$ cat config.mk
export PLATFORM = sky130hd
export DESIGN_NAME = key_seq_detect_multi_flat
export DESIGN_NICKNAME = d
export VERILOG_FILES = /design/src/rtl/key_seq_detect_multi_pkg.sv /design/src/rtl/key_seq_detect_multi_if.sv /design/src/rtl/key_seq_detect_multi_key_debounce_tick.sv /design/src/rtl/key_seq_detect_multi.sv /design/src/flat_wrapper.sv
export SDC_FILE = /design/constraint.sdc
export NUM_CORES = 1
export LEC_CHECK = 0
export BUFFER_PORTS_ARGS = -buffer_cell sky130_fd_sc_hd__buf_2
export CORE_UTILIZATION = 55
export CTS_CLUSTER_DIAMETER = 150
export DETAILED_ROUTE_END_ITERATION = 8
export PLACE_DENSITY = 0.73
export SETUP_SLACK_MARGIN = 0.3
export SLEW_MARGIN = 0
export SYNTH_ARGS = -nofsm -noshare
export SYNTH_HDL_FRONTEND = slang
export SYNTH_SLANG_ARGS = --single-unit
$ cat constraint.sdc
create_clock -name clk -period 2.58 [get_ports clk]
set_clock_uncertainty 0.1 [all_clocks]
set_input_delay 0.387 -clock clk [delete_from_list [all_inputs] [get_ports clk]]
set_output_delay 0.387 -clock clk [all_outputs]
set_load 0.02 [all_outputs]
$ cat src/rtl/key_seq_detect_multi_pkg.sv
// Shared constants and elaboration helpers for the key sequence detector.
// Widths derive from parameters so the same code serves any PAT_LEN.
package key_seq_detect_multi_pkg;

    localparam int MAX_PAT_LEN = 16;

    function automatic bit pat_len_ok(input int n);
        return (n >= 1) && (n <= MAX_PAT_LEN);
    endfunction

    function automatic bit pattern_fits(input int n, input longint unsigned p);
        return (n >= 64) || ((p >> n) == 0);
    endfunction

    function automatic int state_w(input int n);
        return (n < 1) ? 1 : $clog2(n + 1);
    endfunction

    // Width of a counter that must hold 0..max_val, never zero bits.
    function automatic int ctr_w(input int max_val);
        return (max_val < 2) ? 1 : $clog2(max_val + 1);
    endfunction

endpackage

$ cat src/rtl/key_seq_detect_multi_if.sv
// Board-side bundle: raw key/switch/mode/clear in, pulses and status out.
// The detector uses the slave view; the driving logic uses master.
interface key_seq_detect_multi_if #(
    parameter int SC_W  = 3,
    parameter int CNT_W = 8
);
    logic             key;
    logic             sw;
    logic             overlap;
    logic             clr;
    logic             press;
    logic             match;
    logic             led;
    logic [SC_W-1:0]  state_count;
    logic [CNT_W-1:0] match_cnt;

    modport master (
        output key, sw, overlap, clr,
        input  press, match, led, state_count, match_cnt
    );

    modport slave (
        input  key, sw, overlap, clr,
        output press, match, led, state_count, match_cnt
    );
endinterface

$ cat src/rtl/key_seq_detect_multi_key_debounce_tick.sv
// Key debouncer: sample tick, consecutive-tick level filter, press edge.
// Presses are armed only after the key has been seen released.
module key_debounce_tick
    import key_seq_detect_multi_pkg::*;
#(
    parameter int DIV_CYC   = 50000,
    parameter int DEB_TICKS = 20
) (
    input  logic clk,
    input  logic rst,
    input  logic key_sync,
    output logic press,
    output logic key_stable
);
    localparam int TICK_W = ctr_w(DIV_CYC - 1);
    localparam int DEB_W  = ctr_w(DEB_TICKS);
    localparam logic [TICK_W-1:0] TICK_LAST = TICK_W'(DIV_CYC - 1);
    localparam logic [DEB_W-1:0]  DEB_LAST  = DEB_W'(DEB_TICKS - 1);

    logic [TICK_W-1:0] tick_cnt_q, tick_cnt_d;
    logic [DEB_W-1:0]  deb_cnt_q, deb_cnt_d;
    logic              stable_q, stable_d;
    logic              armed_q, armed_d;
    logic              press_q, press_d;
    logic              tick;

    always_comb begin
        tick       = (tick_cnt_q == TICK_LAST);
        tick_cnt_d = tick ? '0 : tick_cnt_q + 1'b1;
        deb_cnt_d  = deb_cnt_q;
        stable_d   = stable_q;
        armed_d    = armed_q | key_sync;
        if (tick) begin
            if (key_sync != stable_q) begin
                if (deb_cnt_q == DEB_LAST) begin
                    stable_d  = ~stable_q;
                    deb_cnt_d = '0;
                end else begin
                    deb_cnt_d = deb_cnt_q + 1'b1;
                end
            end else begin
                deb_cnt_d = '0;
            end
        end
        // A key held through reset settles low silently.
        press_d = armed_q & stable_q & ~stable_d;
    end

    always_ff @(posedge clk or posedge rst) begin
        if (rst) begin
            tick_cnt_q <= '0;
            deb_cnt_q  <= '0;
            stable_q   <= 1'b1;
            armed_q    <= 1'b0;
            press_q    <= 1'b0;
        end else begin
            tick_cnt_q <= tick_cnt_d;
            deb_cnt_q  <= deb_cnt_d;
            stable_q   <= stable_d;
            armed_q    <= armed_d;
            press_q    <= press_d;
        end
    end

    assign press      = press_q;
    assign key_stable = stable_q;

endmodule

$ cat src/rtl/key_seq_detect_multi.sv
// Key/switch sequence detector: synchronisers, debounced press, pattern
// matcher with overlap mode, LED hold timer and saturating match counter.
module key_seq_detect_multi
    import key_seq_detect_multi_pkg::*;
#(
    parameter int               DIV_CYC   = 50000,
    parameter int               DEB_TICKS = 20,
    parameter int               PAT_LEN   = 5,
    parameter logic [PAT_LEN-1:0] PATTERN = 5'b10110,
    parameter int               LED_HOLD  = 25000000,
    parameter int               CNT_W     = 8
) (
    input  logic                 clk,
    input  logic                 rst,
    key_seq_detect_multi_if.slave io
);
    localparam int SC_W  = state_w(PAT_LEN);
    localparam int TMR_W = ctr_w(LED_HOLD);
    localparam logic [SC_W-1:0]  FULL   = SC_W'(PAT_LEN);
    localparam logic [SC_W-1:0]  PROPER = SC_W'(PAT_LEN - 1);
    localparam logic [TMR_W-1:0] HOLD   = TMR_W'(LED_HOLD);

    if (!pat_len_ok(PAT_LEN)) begin : g_bad_pat_len
        $error("PAT_LEN must be within 1..16");
    end
    if (!pattern_fits(PAT_LEN, 64'(PATTERN))) begin : g_bad_pattern
        $error("PATTERN wider than PAT_LEN");
    end

    logic [1:0]         key_sync_q, key_sync_d;
    logic [1:0]         sw_sync_q, sw_sync_d;
    logic [PAT_LEN-1:0] hist_q, hist_d;
    logic [SC_W-1:0]    vlen_q, vlen_d;
    logic [SC_W-1:0]    state_q, state_d;
    logic               match_q, match_d;
    logic [CNT_W-1:0]   cnt_q, cnt_d;
    logic [TMR_W-1:0]   timer_q, timer_d;
    logic               press;
    logic               key_stable;
    logic [PAT_LEN:0]   shifted;
    logic [SC_W-1:0]    full_k;

    // Longest k <= lim whose newest k history bits equal the pattern head.
    function automatic logic [SC_W-1:0] best_k(
        input logic [PAT_LEN-1:0] h,
        input logic [SC_W-1:0]    lim
    );
        logic [SC_W-1:0]    best;
        logic [PAT_LEN-1:0] head;
        logic [PAT_LEN-1:0] mask;
        best = '0;
        for (int k = 1; k <= PAT_LEN; k++) begin
            head = PATTERN >> (PAT_LEN - k);
            mask = PAT_LEN'((64'd1 << k) - 64'd1);
            if ((k <= int'(lim)) && (((h ^ head) & mask) == '0)) begin
                best = SC_W'(k);
            end
        end
        return best;
    endfunction

    always_comb begin
        key_sync_d = {key_sync_q[0], io.key};
        sw_sync_d  = {sw_sync_q[0], io.sw};
    end

    key_debounce_tick #(
        .DIV_CYC   (DIV_CYC),
        .DEB_TICKS (DEB_TICKS)
    ) u_deb (
        .clk        (clk),
        .rst        (rst),
        .key_sync   (key_sync_q[1]),
        .press      (press),
        .key_stable (key_stable)
    );

    always_comb begin
        hist_d  = hist_q;
        vlen_d  = vlen_q;
        state_d = state_q;
        match_d = 1'b0;
        cnt_d   = cnt_q;
        timer_d = (timer_q != '0) ? timer_q - 1'b1 : '0;
        shifted = {hist_q, sw_sync_q[1]};
        full_k  = '0;
        // Clear wins over a press in the same cycle.
        if (io.clr) begin
            hist_d  = '0;
            vlen_d  = '0;
            state_d = '0;
            cnt_d   = '0;
            timer_d = '0;
        end else if (press) begin
            hist_d = shifted[PAT_LEN-1:0];
            vlen_d = (vlen_q == FULL) ? FULL : vlen_q + 1'b1;
            full_k = best_k(hist_d, vlen_d);
            if (full_k == FULL) begin
                match_d = 1'b1;
                timer_d = HOLD;
                cnt_d   = (cnt_q == '1) ? cnt_q : cnt_q + 1'b1;
                if (io.overlap) begin
                    state_d = best_k(hist_d, PROPER);
                end else begin
                    state_d = '0;
                    vlen_d  = '0;
                end
            end else begin
                state_d = full_k;
            end
        end
    end

    always_ff @(posedge clk or posedge rst) begin
        if (rst) begin
            key_sync_q <= '0;
            sw_sync_q  <= '0;
            hist_q     <= '0;
            vlen_q     <= '0;
            state_q    <= '0;
            match_q    <= 1'b0;
            cnt_q      <= '0;
            timer_q    <= '0;
        end else begin
            key_sync_q <= key_sync_d;
            sw_sync_q  <= sw_sync_d;
            hist_q     <= hist_d;
            vlen_q     <= vlen_d;
            state_q    <= state_d;
            match_q    <= match_d;
            cnt_q      <= cnt_d;
            timer_q    <= timer_d;
        end
    end

    assign io.press       = press;
    assign io.match       = match_q;
    assign io.led         = (timer_q != '0);
    assign io.state_count = state_q;
    assign io.match_cnt   = cnt_q;

    logic unused_stable;
    assign unused_stable = key_stable;

endmodule

$ cat src/flat_wrapper.sv
// flat-port wrapper written by rule: the top's interface ports become plain ports
module key_seq_detect_multi_flat import key_seq_detect_multi_pkg::*;
#(
    parameter int               DIV_CYC   = 50000,
    parameter int               DEB_TICKS = 20,
    parameter int               PAT_LEN   = 5,
    parameter logic [PAT_LEN-1:0] PATTERN = 5'b10110,
    parameter int               LED_HOLD  = 25000000,
    parameter int               CNT_W     = 8
)
  (clk, rst, io_key, io_sw, io_overlap, io_clr, io_press, io_match, io_led, io_state_count, io_match_cnt);
  key_seq_detect_multi_if #(.SC_W((state_w((5)))), .CNT_W(CNT_W)) io_i ();
  input  logic clk;
  input  logic rst;
  input wire logic [$bits(io_i.key)-1:0] io_key;
  input wire logic [$bits(io_i.sw)-1:0] io_sw;
  input wire logic [$bits(io_i.overlap)-1:0] io_overlap;
  input wire logic [$bits(io_i.clr)-1:0] io_clr;
  output wire logic [$bits(io_i.press)-1:0] io_press;
  output wire logic [$bits(io_i.match)-1:0] io_match;
  output wire logic [$bits(io_i.led)-1:0] io_led;
  output wire logic [$bits(io_i.state_count)-1:0] io_state_count;
  output wire logic [$bits(io_i.match_cnt)-1:0] io_match_cnt;
  assign io_i.key = io_key;
  assign io_i.sw = io_sw;
  assign io_i.overlap = io_overlap;
  assign io_i.clr = io_clr;
  assign io_press = io_i.press;
  assign io_match = io_i.match;
  assign io_led = io_i.led;
  assign io_state_count = io_i.state_count;
  assign io_match_cnt = io_i.match_cnt;
  key_seq_detect_multi #(.DIV_CYC(DIV_CYC), .DEB_TICKS(DEB_TICKS), .PAT_LEN(PAT_LEN), .PATTERN(PATTERN), .LED_HOLD(LED_HOLD), .CNT_W(CNT_W)) u_core (.clk(clk), .rst(rst), .io(io_i));
endmodule
==> results of run 1 <==
report_power, final:
group	switching, µW	total [µW]	internal, µW	leakage (µW)
Clock	422	987	565	0.000108
Combinational	792	1440	651	0.000720
Sequential	143	1400	1260	0.000960
Total	1360	3830	2470	0.00179
kinds of logic after synthesis:
group,Yosys count,synth area share
buf+inv,19,0.0241
flops,72,0.510
mux,9,0.0262
fa+ha+maj,5,0.0170
compound gates,48,0.0842
simple gates,170,0.257
xor+xnor,33,0.0817
routing by layer:
| metal | global-route usage | up-vias | routed length [µm] | share of wire |
|---|---|---|---|---|
| met5 | 0 | - | 0 | 0 |
| met4 | 0.0965 | 0 | 121 | 0.017 |
| met3 | 0.0363 | 13 | 212 | 0.031 |
| met2 | 0.376 | 46 | 3300 | 0.48 |
| met1 | 0.300 | 1328 | 3300 | 0.48 |
| li1 | - | 1314 | - | - |
worst min path at each step:
stage                     depth (start not counted)  slack (ns)                 start              endpoint
after floorplan                                   0        0.23  u_core.key_sync_q[0]  u_core.key_sync_q[1]
after global placement                            0        0.24   u_core.sw_sync_q[0]   u_core.sw_sync_q[1]
after detailed placement                          0        0.24   u_core.sw_sync_q[0]   u_core.sw_sync_q[1]
after CTS                                         1        0.03                io_key  u_core.key_sync_q[0]
after global routing                              1        0.03                io_key  u_core.key_sync_q[0]
final                                             1        0.04                 io_sw   u_core.sw_sync_q[0]
per-stage QoR:
stage | hold WS, ns | power [µW] | worst slack (ns) | util
after global routing | 0.0344 | 4030 | 0.0919 | 0.668
after global placement | 0.235 | 2530 | 0.357 | 0.614
final | 0.0376 | 3830 | 0.164 | 0.668
after floorplan | 0.231 | 2360 | 0.429 | -
after CTS | 0.0327 | 3740 | 0.221 | 0.662
after detailed placement | 0.236 | 2570 | 0.311 | 0.614
cell type report:
cell class | instances | share of cell area
clock buffer | 10 | 0.0340
clock inverter | 5 | 0.0201
inverter | 7 | 0.00742
multi-input combinational | 265 | 0.419
sequential | 72 | 0.446
tap | 75 | 0.0232
timing repair buffer | 31 | 0.0504
repair_timing:
action	4_1_cts	5_1_grt
resized for setup	7	7
setup endpoints to repair	1	20
pin swaps	3	5
setup buffers	5	2
registers in the layout (all words and copies together) (netlist names):
| signal | flops |
|---|---|
| u_core.io.match | 1 |
| u_core.hist_q | 4 |
| u_core.sw_sync_q | 2 |
| u_core.vlen_q | 3 |
| u_core.u_deb.tick_cnt_q | 16 |
| u_core.u_deb.key_stable | 1 |
| u_core.u_deb.armed_q | 1 |
| u_core.u_deb.press | 1 |
| u_core.key_sync_q | 2 |
| u_core.u_deb.deb_cnt_q | 5 |
| u_core.io.state_count | 3 |
| u_core.timer_q | 25 |
| u_core.io.match_cnt | 8 |
layout by cell type, fill, tap and decap left out, types with 5 or more instances in the layout:
cell and count:
clkbuf_8 10, inv_1 5, nor3_1 13, xnor2_1 18
dfrtp_1 70, a21oi_1 17, nand4_1 6, nand3_1 17
o21ai_0 11, nand2_1 33, mux2i_1 7, xor2_1 15
buf_2 18, nand2b_1 7, nor2_1 49, buf_4 11
worst register-to-register path, cell delays in order, from the launching register on:
cell	delay, ns
dfrtp_1	0.39
or4_4	0.57
buf_6	0.15
nor3_1	0.30
a31o_2	0.26
or2b_2	0.29
nor2_1	0.09
==> impl_metrics.ini, run 1 <==
[critical_path]
worstSetupEndpointType = output port
worstReg2RegStart = u_core.timer_q[15]
critPathArrivalTime_ns = 1.93
cp.depth = 4
crit_slowest_cell = or4_4
path_buf_inv = 1
r2r_slack_ns = 0.30
path_max_fanout = 5
reg2reg_depth = 6
endpoint = io_led
worstSetupPathType = flip-flop to output port
cp-start-kind = flip-flop
r2r-end = u_core.timer_q[7]
cpPeakStageDelay_ns = 0.52
critPathLaunch = u_core.timer_q[7]
cp.required_ns = 2.09
cp_top_family = simple AND/OR/NAND/NOR gates
path_cells = or4_4 > nor4_4 > nand4_1 > buf_4

[sta]
period_needed_ns = 2.42
hold_violations = 0
fin_crit_sh = 0.936
tightest_slew_ns = 0.776
rsz0062_at_grt = true
setup_violations = 0
final.setup.tns_ns = 0
max_freq_ghz = 0.414
drv_slew = 0
slew_headroom = 0.481

[cts]
cts-root-buf = clkbuf_8
hold_buffers = 0
cts_sinks = 72
cts_tree = done
clkLatencyLatePin_ns = 0.36
cts_buffers = 9
cts_htree_levels = 3
clk_path_buf_depth = 2
path_clk_slew_ns = 0.08

[global_routing]
grt_pass1_wl_mm = 11.6
grt_pass1_vias = 2601
grt.overflow.total = 0
grt_use_total = 0.228
grt_max_degree = 39
antenna_found_initial = 0

[flow_run]
drv_cap = 0

[layout]
drive_gt1_frac = 0.187
multi_input_area_mm2 = 0.00170
design_area_mm2 = 0.00405
seq_area_mm2 = 0.00180
areaGrowthSynthToFinish_pct = 14.4
fillers = 487
fin_cells = 465
diodes = 0
final_nets = 396

[drt]
viasPerCell = 5.81
drtIter0Drc = 164
drtPass1Iterations = 4
antenna_left = 0
wl_per_cell_um = 14.9
drc = 0
vias = 2701
drt_wl_total_mm = 6.93

[synth]
yosysMostFrequentCell = dfrtp_1
synth_fp_nets = 366
synth_common_cells = 71 x dfrtp_1, 51 x nor2_1, 33 x nand2_1
yosys.area.top_type = dfrtp_1
synth_edf_count = 0
yosys.area.top_type_share = 0.502
synth_ff_type = dfrtp_1
ys_seq_area_frac = 0.510
synth_area_leaders = dfrtp_1 50%, nor2_1 5.4%, xnor2_1 4.5%, xor2_1 3.7%, nand2_1 3.5%
synth.avg_cell_area_um2 = 9.94
synth_area_mm2 = 0.00354
synth-seq-cells = 72
synthDistinctLibCells = 52
netlist_instances = 356
async_reset_ff_frac = 1.00
ys_warn_count = 0

[hold_path]
hp-class = input port to flip-flop

[floorplanning]
ios = 20
rows = 28
fp.dieArea_mm2 = 0.00676
core-area_mm2 = 0.00606
die_h_um = 82.2
initial_core_util = 0.584
dieWidth_um = 82.2

[placed_design]
gp_congestion = 0.813
dp_cells = 443
placed_area_mm2 = 0.00372
hpwl_mm = 4.49
port_buffers = 19

[pwr]
max-vdd-ir-drop_uv = 826
power_density_mw_per_mm2 = 947
p_leak_uw = 0.00179

[status]
status = finished clean
Note: power is estimated with default switching activity, not from simulation.
==> run 2, diff against run 1 <==
- CORE_UTILIZATION: 55 -> 54
- PLACE_DENSITY: 0.73 -> 0.72
==> run 2 against run 1 <==
  * Sequential power about the same
  * Utilization is 1.4 points lower
  * Routed wire length rose by 1.5%
  * Hold slack improved by 0.0086 ns
  * Critical path depth stayed put
  * Register-to-register slack worse by 0.15 ns
  * Combinational power up 6%
  * Count of clock-buffer cells in the layout increased by 1
  * Largest cell class unchanged
==> impl_metrics.ini, run 2 (synthesis gave the netlist of run 1 again) <==
[status]
status = finished clean

[critical_path]
path_max_fanout = 2
cp.depth = 4
worstReg2RegStart = u_core.timer_q[7]
cpPeakStageDelay_ns = 0.56
r2r_slack_ns = 0.15
r2r-end = u_core.timer_q[6]
reg2reg_depth = 10
worstSetupEndpointType = output port
endpoint = io_led
path_buf_inv = 1
cp_top_family = simple AND/OR/NAND/NOR gates
crit_slowest_cell = or4_4
critPathLaunch = u_core.timer_q[7]
cp.required_ns = 2.09
cp-start-kind = flip-flop
path_cells = or4_4 > nor4_4 > nand4_1 > buf_4
critPathArrivalTime_ns = 1.95
worstSetupPathType = flip-flop to output port

[floorplanning]
die_h_um = 82.9
initial_core_util = 0.557
dieWidth_um = 82.9
fp.dieArea_mm2 = 0.00688
ios = 20
rows = 29
core-area_mm2 = 0.00635

[cts]
cts_sinks = 72
cts-root-buf = clkbuf_8
cts_tree = done
cts_buffers = 9
clk_path_buf_depth = 2
cts_htree_levels = 3
hold_buffers = 0
path_clk_slew_ns = 0.08
clkLatencyLatePin_ns = 0.35

[layout]
final_cell_mix = 70 x dfrtp_1, 49 x nor2_1, 33 x nand2_1, 20 x buf_4
largest_register = u_core.timer_q
areaGrowthSynthToFinish_pct = 17.4
drive_gt1_frac = 0.208
final_nets = 404
largest_register_ffs = 25
diodes = 0
final_common_cell = dfrtp_1

[placed_design]
gp_congestion = 0.848
hpwl_mm = 4.50
port_buffers = 19

[global_routing]
grt.overflow.total = 0
antenna_found_initial = 0
grt_pass1_vias = 2705
grt_pass1_wl_mm = 12.1
grt_use_total = 0.219
grt_max_degree = 38

[pwr]
total_power_uw = 4030
p_leak_uw = 0.00185
max-vdd-ir-drop_uv = 821
power_density_mw_per_mm2 = 971

[sta]
drv_slew = 0
fin_crit_sh = 0.945
setup_violations = 0
final.setup.tns_ns = 0
tightest_slew_ns = 0.763
slew_headroom = 0.490
rsz0062_at_grt = true
period_needed_ns = 2.44
max_freq_ghz = 0.410
hold_violations = 0

[drt]
viasPerCell = 5.75
drtPass1Iterations = 4
drc = 0
drt_wl_total_mm = 7.04
wl_per_cell_um = 14.8
drtIter0Drc = 196
antenna_left = 0
vias = 2736

[hold_path]
hp-class = input port to flip-flop

[flow_run]
drv_cap = 0
[run 2: stage by stage]
step           hold WS [ns]   util  worst slack (ns)  cells  instance area, µm²
6_report             0.0462  0.654             0.141    476                4150
5_1_grt              0.0213  0.654             0.104    476                4150
4_1_cts              0.0272  0.647             0.239    474                4110
3_5_place_dp          0.243  0.586             0.323    445                3720
3_3_place_gp          0.234  0.586             0.343    445                3720
2_1_floorplan         0.231      -             0.429    356                3540
[run 2: how the worst min path moves through the flow]
stage,from,endpoint,slack (ns),cells past startpoint
after global routing,io_sw,u_core.sw_sync_q[0],0.02,1
final,io_key,u_core.key_sync_q[0],0.05,1
after floorplan,u_core.key_sync_q[0],u_core.key_sync_q[1],0.23,0
after detailed placement,u_core.key_sync_q[0],u_core.key_sync_q[1],0.24,0
after global placement,u_core.sw_sync_q[0],u_core.sw_sync_q[1],0.23,0
after CTS,io_key,u_core.key_sync_q[0],0.03,1
[run 2: where the power goes]
group          switching [µW]  total, µW  internal, µW  leakage, µW
clock network             430       1120           694     0.000126
registers                 134       1390          1260     0.000960
logic                     819       1520           700     0.000761
total                    1380       4030          2650      0.00185
[run 2: final cells by class]
| type | instances | area [µm²] |
|---|---|---|
| Sequential cell | 72 | 1800 |
| Timing Repair Buffer | 39 | 260 |
| Tap cell | 77 | 96.3 |
| Inverter | 7 | 30.0 |
| Clock inverter | 5 | 103 |
| Multi-Input combinational cell | 265 | 1710 |
| Fill cell | 482 | 2200 |
| Clock buffer | 11 | 151 |
[run 2: timing repair]
| action | in CTS | in global routing |
|---|---|---|
| setup buffers | 13 | 2 |
| pin swaps | 4 | 4 |
| gates resized for setup | 8 | 7 |
| endpoints found under the setup margin | 1 | 20 |
[run 2: per-layer routing]
layer	GRT usage	routed length, µm	up-vias
met5	0	0	-
met4	0.0768	87	0
met3	0.0567	314	9
met2	0.348	3350	63
met1	0.292	3280	1336
li1	-	-	1328
